File: src/rtl/shared_reg_arbiter.sv
// Round-robin owner of one shared resettable register: each write runs IDLE -> GRANT -> DONE,
// and a clear request takes priority through IDLE -> CLEAR.
module shared_reg_arbiter #(
  parameter int N_REQ = 4,
  parameter int WIDTH = 8
) (
  input  logic                   clk,
  input  logic                   reset,
  input  logic [N_REQ-1:0]       req,
  input  logic [N_REQ*WIDTH-1:0] wdata,
  input  logic                   clr,
  output logic [N_REQ-1:0]       grant,
  output logic [N_REQ-1:0]       ack,
  output logic                   clr_done,
  output logic [WIDTH-1:0]       q,
  output logic                   busy
);

  localparam int PTR_W = (N_REQ > 1) ? $clog2(N_REQ) : 1;

  typedef enum logic [1:0] {
    ST_IDLE  = 2'd0,
    ST_GRANT = 2'd1,
    ST_DONE  = 2'd2,
    ST_CLEAR = 2'd3
  } state_t;

  state_t           state_q, state_d;
  logic [PTR_W-1:0] ptr_q, ptr_d;
  logic [PTR_W-1:0] win_q, win_d;
  logic [WIDTH-1:0] data_q, data_d;
  logic [N_REQ-1:0] grant_q, grant_d;
  logic [N_REQ-1:0] ack_q, ack_d;
  logic             clr_done_q, clr_done_d;

  logic [WIDTH-1:0] wdata_arr [N_REQ];
  logic [PTR_W-1:0] rot_idx [N_REQ];
  logic [N_REQ-1:0] win_onehot;
  logic [N_REQ-1:0] pick_onehot;
  logic [PTR_W-1:0] pick_idx;
  logic             pick_valid;
  logic [PTR_W-1:0] win_inc;
  logic             req_win;

  // rot_idx[k] is the requester examined k-th in the scan starting at ptr.
  generate
    for (genvar gi = 0; gi < N_REQ; gi++) begin : g_lane
      logic [PTR_W:0] sum;
      assign wdata_arr[gi]   = wdata[gi*WIDTH +: WIDTH];
      assign sum             = {1'b0, ptr_q} + (PTR_W+1)'(gi);
      assign rot_idx[gi]     = (sum >= (PTR_W+1)'(N_REQ)) ? PTR_W'(sum - (PTR_W+1)'(N_REQ))
                                                          : PTR_W'(sum);
      assign win_onehot[gi]  = (win_q == PTR_W'(gi));
      assign pick_onehot[gi] = (pick_idx == PTR_W'(gi));
    end
  endgenerate

  // Scan from the far end so the lowest rotated position is the final winner.
  always_comb begin
    pick_valid = 1'b0;
    pick_idx   = '0;
    for (int k = N_REQ - 1; k >= 0; k--) begin
      if (req[rot_idx[k]]) begin
        pick_valid = 1'b1;
        pick_idx   = rot_idx[k];
      end
    end
  end

  assign win_inc = (win_q == PTR_W'(N_REQ - 1)) ? '0 : win_q + 1'b1;
  assign req_win = |(req & win_onehot);

  always_comb begin
    state_d    = state_q;
    ptr_d      = ptr_q;
    win_d      = win_q;
    data_d     = data_q;
    grant_d    = '0;
    ack_d      = '0;
    clr_done_d = 1'b0;
    case (state_q)
      ST_IDLE: begin
        if (clr) begin
          state_d = ST_CLEAR;
        end else if (pick_valid) begin
          win_d   = pick_idx;
          grant_d = pick_onehot;
          state_d = ST_GRANT;
        end
      end
      ST_GRANT: begin
        // A dropped request abandons the write without touching q or ptr.
        if (req_win) begin
          data_d  = wdata_arr[win_q];
          ptr_d   = win_inc;
          ack_d   = win_onehot;
          state_d = ST_DONE;
        end else begin
          state_d = ST_IDLE;
        end
      end
      ST_DONE: begin
        state_d = ST_IDLE;
      end
      ST_CLEAR: begin
        data_d     = '0;
        clr_done_d = 1'b1;
        state_d    = ST_IDLE;
      end
      default: begin
        state_d = ST_IDLE;
      end
    endcase
  end

  always_ff @(posedge clk) begin
    if (reset) begin
      state_q    <= ST_IDLE;
      ptr_q      <= '0;
      win_q      <= '0;
      data_q     <= '0;
      grant_q    <= '0;
      ack_q      <= '0;
      clr_done_q <= 1'b0;
    end else begin
      state_q    <= state_d;
      ptr_q      <= ptr_d;
      win_q      <= win_d;
      data_q     <= data_d;
      grant_q    <= grant_d;
      ack_q      <= ack_d;
      clr_done_q <= clr_done_d;
    end
  end

  assign grant    = grant_q;
  assign ack      = ack_q;
  assign clr_done = clr_done_q;
  assign q        = data_q;
  assign busy     = (state_q != ST_IDLE);

endmodule

File: config.mk
export PLATFORM = sky130hd
export DESIGN_NAME = shared_reg_arbiter
export DESIGN_NICKNAME = d
export VERILOG_FILES = /design/src/rtl/shared_reg_arbiter.sv
export SDC_FILE = /design/constraint.sdc
export NUM_CORES = 1
export LEC_CHECK = 0
export CORE_ASPECT_RATIO = 1.5
export CORE_MARGIN = 1.5
export CORE_UTILIZATION = 39
export CTS_CLUSTER_SIZE = 28
export DETAILED_ROUTE_END_ITERATION = 6
export PLACE_DENSITY_LB_ADDON = 0.05
export SLEW_MARGIN = 5
export SYNTH_ARGS = -nofsm -noshare
export SYNTH_HDL_FRONTEND = slang
export SYNTH_SLANG_ARGS = --single-unit
File: constraint.sdc
create_clock -name clk -period 2.3 [get_ports clk]
set_clock_uncertainty 0.05 [all_clocks]
set_input_delay 0.46 -clock clk [delete_from_list [all_inputs] [get_ports clk]]
set_output_delay 0.46 -clock clk [all_outputs]
set_load 0.02 [all_outputs]
* Yosys cells after proc, flatten, opt, wreduce, memory -nomap -nowiden
Index checks and enable logic that the tools add are counted.
** Storage, ports and cells
- Bits of input ports :: 39
- Output and inout bits :: 18
- Register bits :: 23
** Operators by class
- Bitwise logic cells :: 7
- Add/subtract/negate cells :: 8
- $lt $le $gt $ge :: 9
- Eq/ne operators :: 11
- Reductions and logical operators :: 12
- Multiplexer cells :: 31
** Operators with widths (number)
- 2-bit 2-to-1 mux :: 12
- 8-bit 2-to-1 mux :: 3
- 8-bit binary-select mux with 2-bit select :: 1
- 8-bit case mux with 2 select lines :: 1
- 2-bit equality test (second input constant) :: 6
- 3-bit >= comparator (second input constant) :: 4
- 2-bit by 3-bit less-than comparator with 1-bit output (second input constant) :: 4
- 1-bit 2-to-1 mux :: 9
- 1-bit binary-select mux with 2-bit select :: 4
- 4-bit OR reduction :: 2
- 2-bit by 1-bit subtractor with 2-bit output (second input constant) :: 4
- 2-bit by 2-bit adder with 3-bit output (second input constant) :: 2
- 2-bit by 1-bit equality test with 1-bit output (second input constant) :: 3
- 2-bit logical NOT :: 3
- 2-bit case mux with 3 select lines :: 1
- 1-bit NOT :: 5
- 4-bit AND :: 1
- 2-bit AND reduction :: 2
- 2-bit nonzero test :: 2
- 2-bit by 1-bit adder with 3-bit output (second input constant) :: 1
- 2-bit by 3-bit >= comparator with 1-bit output (second input constant) :: 1
- 3-bit inequality test (second input constant) :: 1
- 2-bit NOT with 3-bit output :: 1
- 3-bit AND reduction :: 1
- other kinds (4) :: 4

* Logic depth before layout (Yosys ltp)
- Depth in word-level cells :: 12
- Gate-level depth with buffers :: 8

* Least setup slack after synthesis
Ideal clock, no wire load.
- Kind :: register -> register
- From :: register win_q[1]
- To :: register data_q[0], in the netlist q[0]
- Path slack :: 502 ps
- Arrival :: 1678 ps
- Stages on the path, launching flop included :: 9
- Data required time :: 2180 ps
- Path buffers :: 2
- Cell sequence :: dfxtp_1 > clkbuf_1 > inv_1 > ha_1 > a22oi_1 > a21bo_1 > buf_2 > nand3_1 > a21oi_1
** RTL lines
- start: declaration :: RTL line 30 : logic [PTR_W-1:0] win_q, win_d;
- start signal: assignment :: RTL line 128 : win_q <= win_d;
- 2-bit by 1-bit equality test with 1-bit output :: RTL line 53 : assign win_onehot[gi] = (win_q == PTR_W'(gi));
- via win_onehot[1] :: RTL line 38 : logic [N_REQ-1:0] win_onehot;
- 4-bit AND :: RTL line 71 : assign req_win = |(req & win_onehot);
- 4-bit OR reduction :: RTL line 71
- 2-bit inequality test (no line)
- 2-bit AND reduction (no line)
- end signal: assignment :: RTL line 129 : data_q <= data_d;
- end: declaration :: RTL line 31 : logic [WIDTH-1:0] data_q, data_d;
The timed path passes the listed nets, and every way through them passes these cells. The select of a mux whose other input is x is not followed.
A chain may end at the register's enable or synchronous reset.

* Worst setup path after layout
- From :: input req[0]
- To :: register data_q[1], in the netlist q[1]
** Between the ends
- Cells in the longest elaborated chain, start to end :: 4
** Ends and longest elaborated chain
- start: declaration :: RTL line 9 : input logic [N_REQ-1:0] req,
- 4-bit AND :: RTL line 71
- 4-bit OR reduction :: RTL line 71
- 2-bit inequality test (no line)
- 2-bit AND reduction (no line)
No other way between the ends.

==> results.txt <==
Outcome = completed
Max Cap Viol = 0
Seq/Total Area, Yosys = 41.3%
Leakage = 0.642 nW
Antenna violations before repair = 0
Synth unique cells = 28
Critical Path RT = 2450 ps
Hold crit path type = flip-flop to flip-flop
Setup slack after layout = 292 ps
Sink Count = 23
Hold_ws = 435 ps
Die footprint = 3190 um2
Slew @ Worst Pin = 865 ps
DRC viols = 0
F_max = 498 MHz
Period Utilization, post-route = 87.3%
Fillcell total = 241
H-Tree Level Count = 1
Core area = 2710 um2
Via-to-Cell Ratio = 5.41
Avg Inst Size Synth = 9.69 um2
Die W = 46.7 um
Nets@finish = 217
Mapped Area = 1110 um2
Post-synth top area share = 41.3%
Tmin final = 2010 ps
CTS Hold Buffers Added = 0
GRT Residual Overflow = 0
WP data arrival = 2160 ps
Post-Syn Nets = 158
CP Cell Sequence = clkdlybuf4s50_1, a22oi_1, a21boi_1, nand2_1, a21oi_1
P&R area growth vs syn = 58.5%
DR WL/cell = 14.0 um
I/O Buffers = 56
CP Launch Point = req[0]
Starting Density = 41.2%
CP Launch Type = input port
Slew HR = 42.2%
Largest net degree at the start of global routing = 14
Vias = 1136
Post-Route WL = 2940 um
HPWL Detailed = 2350 um
Dpl cell area = 1720 um2
I/O pin cnt = 57
Clk buf depth = 2
Setup bufs post-CTS = 0
#FFs+latches synth = 23
Hold Startpoint = q[2]
Global-route wire length before repair = 4640 um
Vias in the first global route = 1135
Synth warn = 0
CTS-repair resized insts = 0
Total track usage = 20.7%
FP Rows = 23
VDD IR max = 320 uV
Clock root buffer = clkbuf_8
Final Core Density = 65.3%
Worst path slowest cell = a21boi_1
Clk slew on worst S/H paths = 80 ps
First-pass DRT Iterations = 4
Top Family by Delay on Critical Path = compound AO/OA/AOI/OAI gates
Worst skew pair latency = 260 ps
Reg-to-reg startpoint = win_q[1]
Setup TNS = 0 ps
Max-slew violations = 0
CTS tree = yes
GP Congestion = 0.851
Power Density = 515 nW/um2
Die height = 68.5 um
Critical Path End Type = flip-flop
Yosys top cell by area = dfxtp_1
Finished Cell Area = 1770 um2
CP peak stage delay = 710 ps
Ranking of synthesized cells by area = dfxtp_1 41%, mux4_2 16%, a21oi_1 5.4%
Setup slack after placement = 40.3 ps
Final hold viol count = 0
RSZ-0062 raised after global routing = false
N_diodes = 0
Antenna viol nets, final = 0
Worst-path maximum fanout = 13
Fraction of layout cells with a size suffix above 1 = 9.83%
CP Buf/Inv Count = 1
Final setup vio count = 0
Initial drt markers = 23
Crit path kind = input port to flip-flop
Num CTS Buffers = 3
Mapped Cells = 115
==> placed cells by master (no fill, tap or decap), types with 2 or more instances in the layout <==
| cell type | count |
|---|---|
| a21oi_1 | 12 |
| a22oi_1 | 2 |
| and3_1 | 5 |
| buf_4 | 3 |
| clkbuf_8 | 3 |
| clkdlybuf4s50_1 | 56 |
| dfxtp_1 | 23 |
| ha_1 | 4 |
| inv_1 | 4 |
| mux4_2 | 8 |
| nand2_1 | 14 |
| nand3_1 | 10 |
| nor2_1 | 4 |
| nor2b_1 | 2 |
| nor3_1 | 5 |
| nor3b_1 | 2 |
| o21ai_1 | 2 |
| or2_2 | 2 |
==> stage by stage <==
stage                     instances  power (mW)
after CTS                       210       0.917
after global routing            210       0.956
after detailed placement        206       0.671
after floorplan                 115       0.551
final                           210       0.909
after global placement          206       0.665
==> tightest hold or removal path, delay by kind of cell, from the launching register on <==
| kind | cells | cell delay [ps] |
|---|---|---|
| AO/OA/AOI/OAI | 1 | 60 |
| AND/OR/NAND/NOR | 1 | 60 |
| flip-flops | 1 | 320 |
==> per-layer routing <==
| metal | vias to the layer above | global-route usage, % | part of all wire, % |
|---|---|---|---|
| li1 | 534 | - | - |
| met1 | 544 | 19.9 | 35 |
| met2 | 47 | 36.8 | 55 |
| met3 | 11 | 4.49 | 5.8 |
| met4 | 0 | 15.3 | 3.8 |
| met5 | - | 0 | 0 |
==> cell families (layout without fill, tap and decap cells) <==
group | after synthesis | in the layout | share of synthesized area, %
multiplexers | 8 | 8 | 16.2
AO/OA/AOI/OAI | 22 | 22 | 12.1
AND/OR/NAND/NOR | 49 | 49 | 22.6
adder cells (fa/ha/maj) | 4 | 4 | 4.49
flip-flops | 23 | 23 | 41.3
buffers and inverters | 9 | 67 | 3.37
==> layout make-up <==
| class | instances | area (um2) | share of cell area (%) |
|---|---|---|---|
| multi-input cells | 83 | 617 | 34.9 |
| well taps | 37 | 46.3 | 2.62 |
| repair buffers | 59 | 583 | 33.0 |
| inverters | 4 | 15.0 | 0.850 |
| flip-flops and latches | 23 | 460 | 26.1 |
| clock buffers | 4 | 45.0 | 2.55 |
==> state kept, by name, indices dropped and copies added (netlist names) <==
name / count
grant: 4
clr_done: 1
ack: 4
state_q: 2
q: 8
win_q: 2
ptr_q: 2
==> worst paths after layout <==
kind / end / slack, ps / cells past startpoint
worst min-delay path: q[2] / 430 / 2
worst max-delay path: q[1] / 290 / 5
worst min register to register: q[2] / 430 / 2
worst max register to register: q[1] / 350 / 6
==> cell usage after synthesis (all sizes together) <==
library cell and count:
dfxtp 23, nand2b 1, a311oi 1, ha 4
o21ai 2, inv 4, and3 5, or2 2
nand2 14, o21a 1, nor2 4, or3 1
nand3 10, a21bo 1, nor3 5, clkbuf 2
nor2b 2, and2b 1, nor4 1, a21oi 12
a21boi 2, buf 3, nor3b 2, o221ai 1
mux4 8, a22oi 2, or4 1
==> where the power goes <==
group	total, mW	switching (mW)	internal [mW]	leakage [nW]
logic	0.229	0.0955	0.134	0.432
clock network	0.249	0.125	0.124	0.0228
registers	0.431	0.0142	0.417	0.187
total	0.909	0.235	0.675	0.641
(Power assumes the default switching activity.)
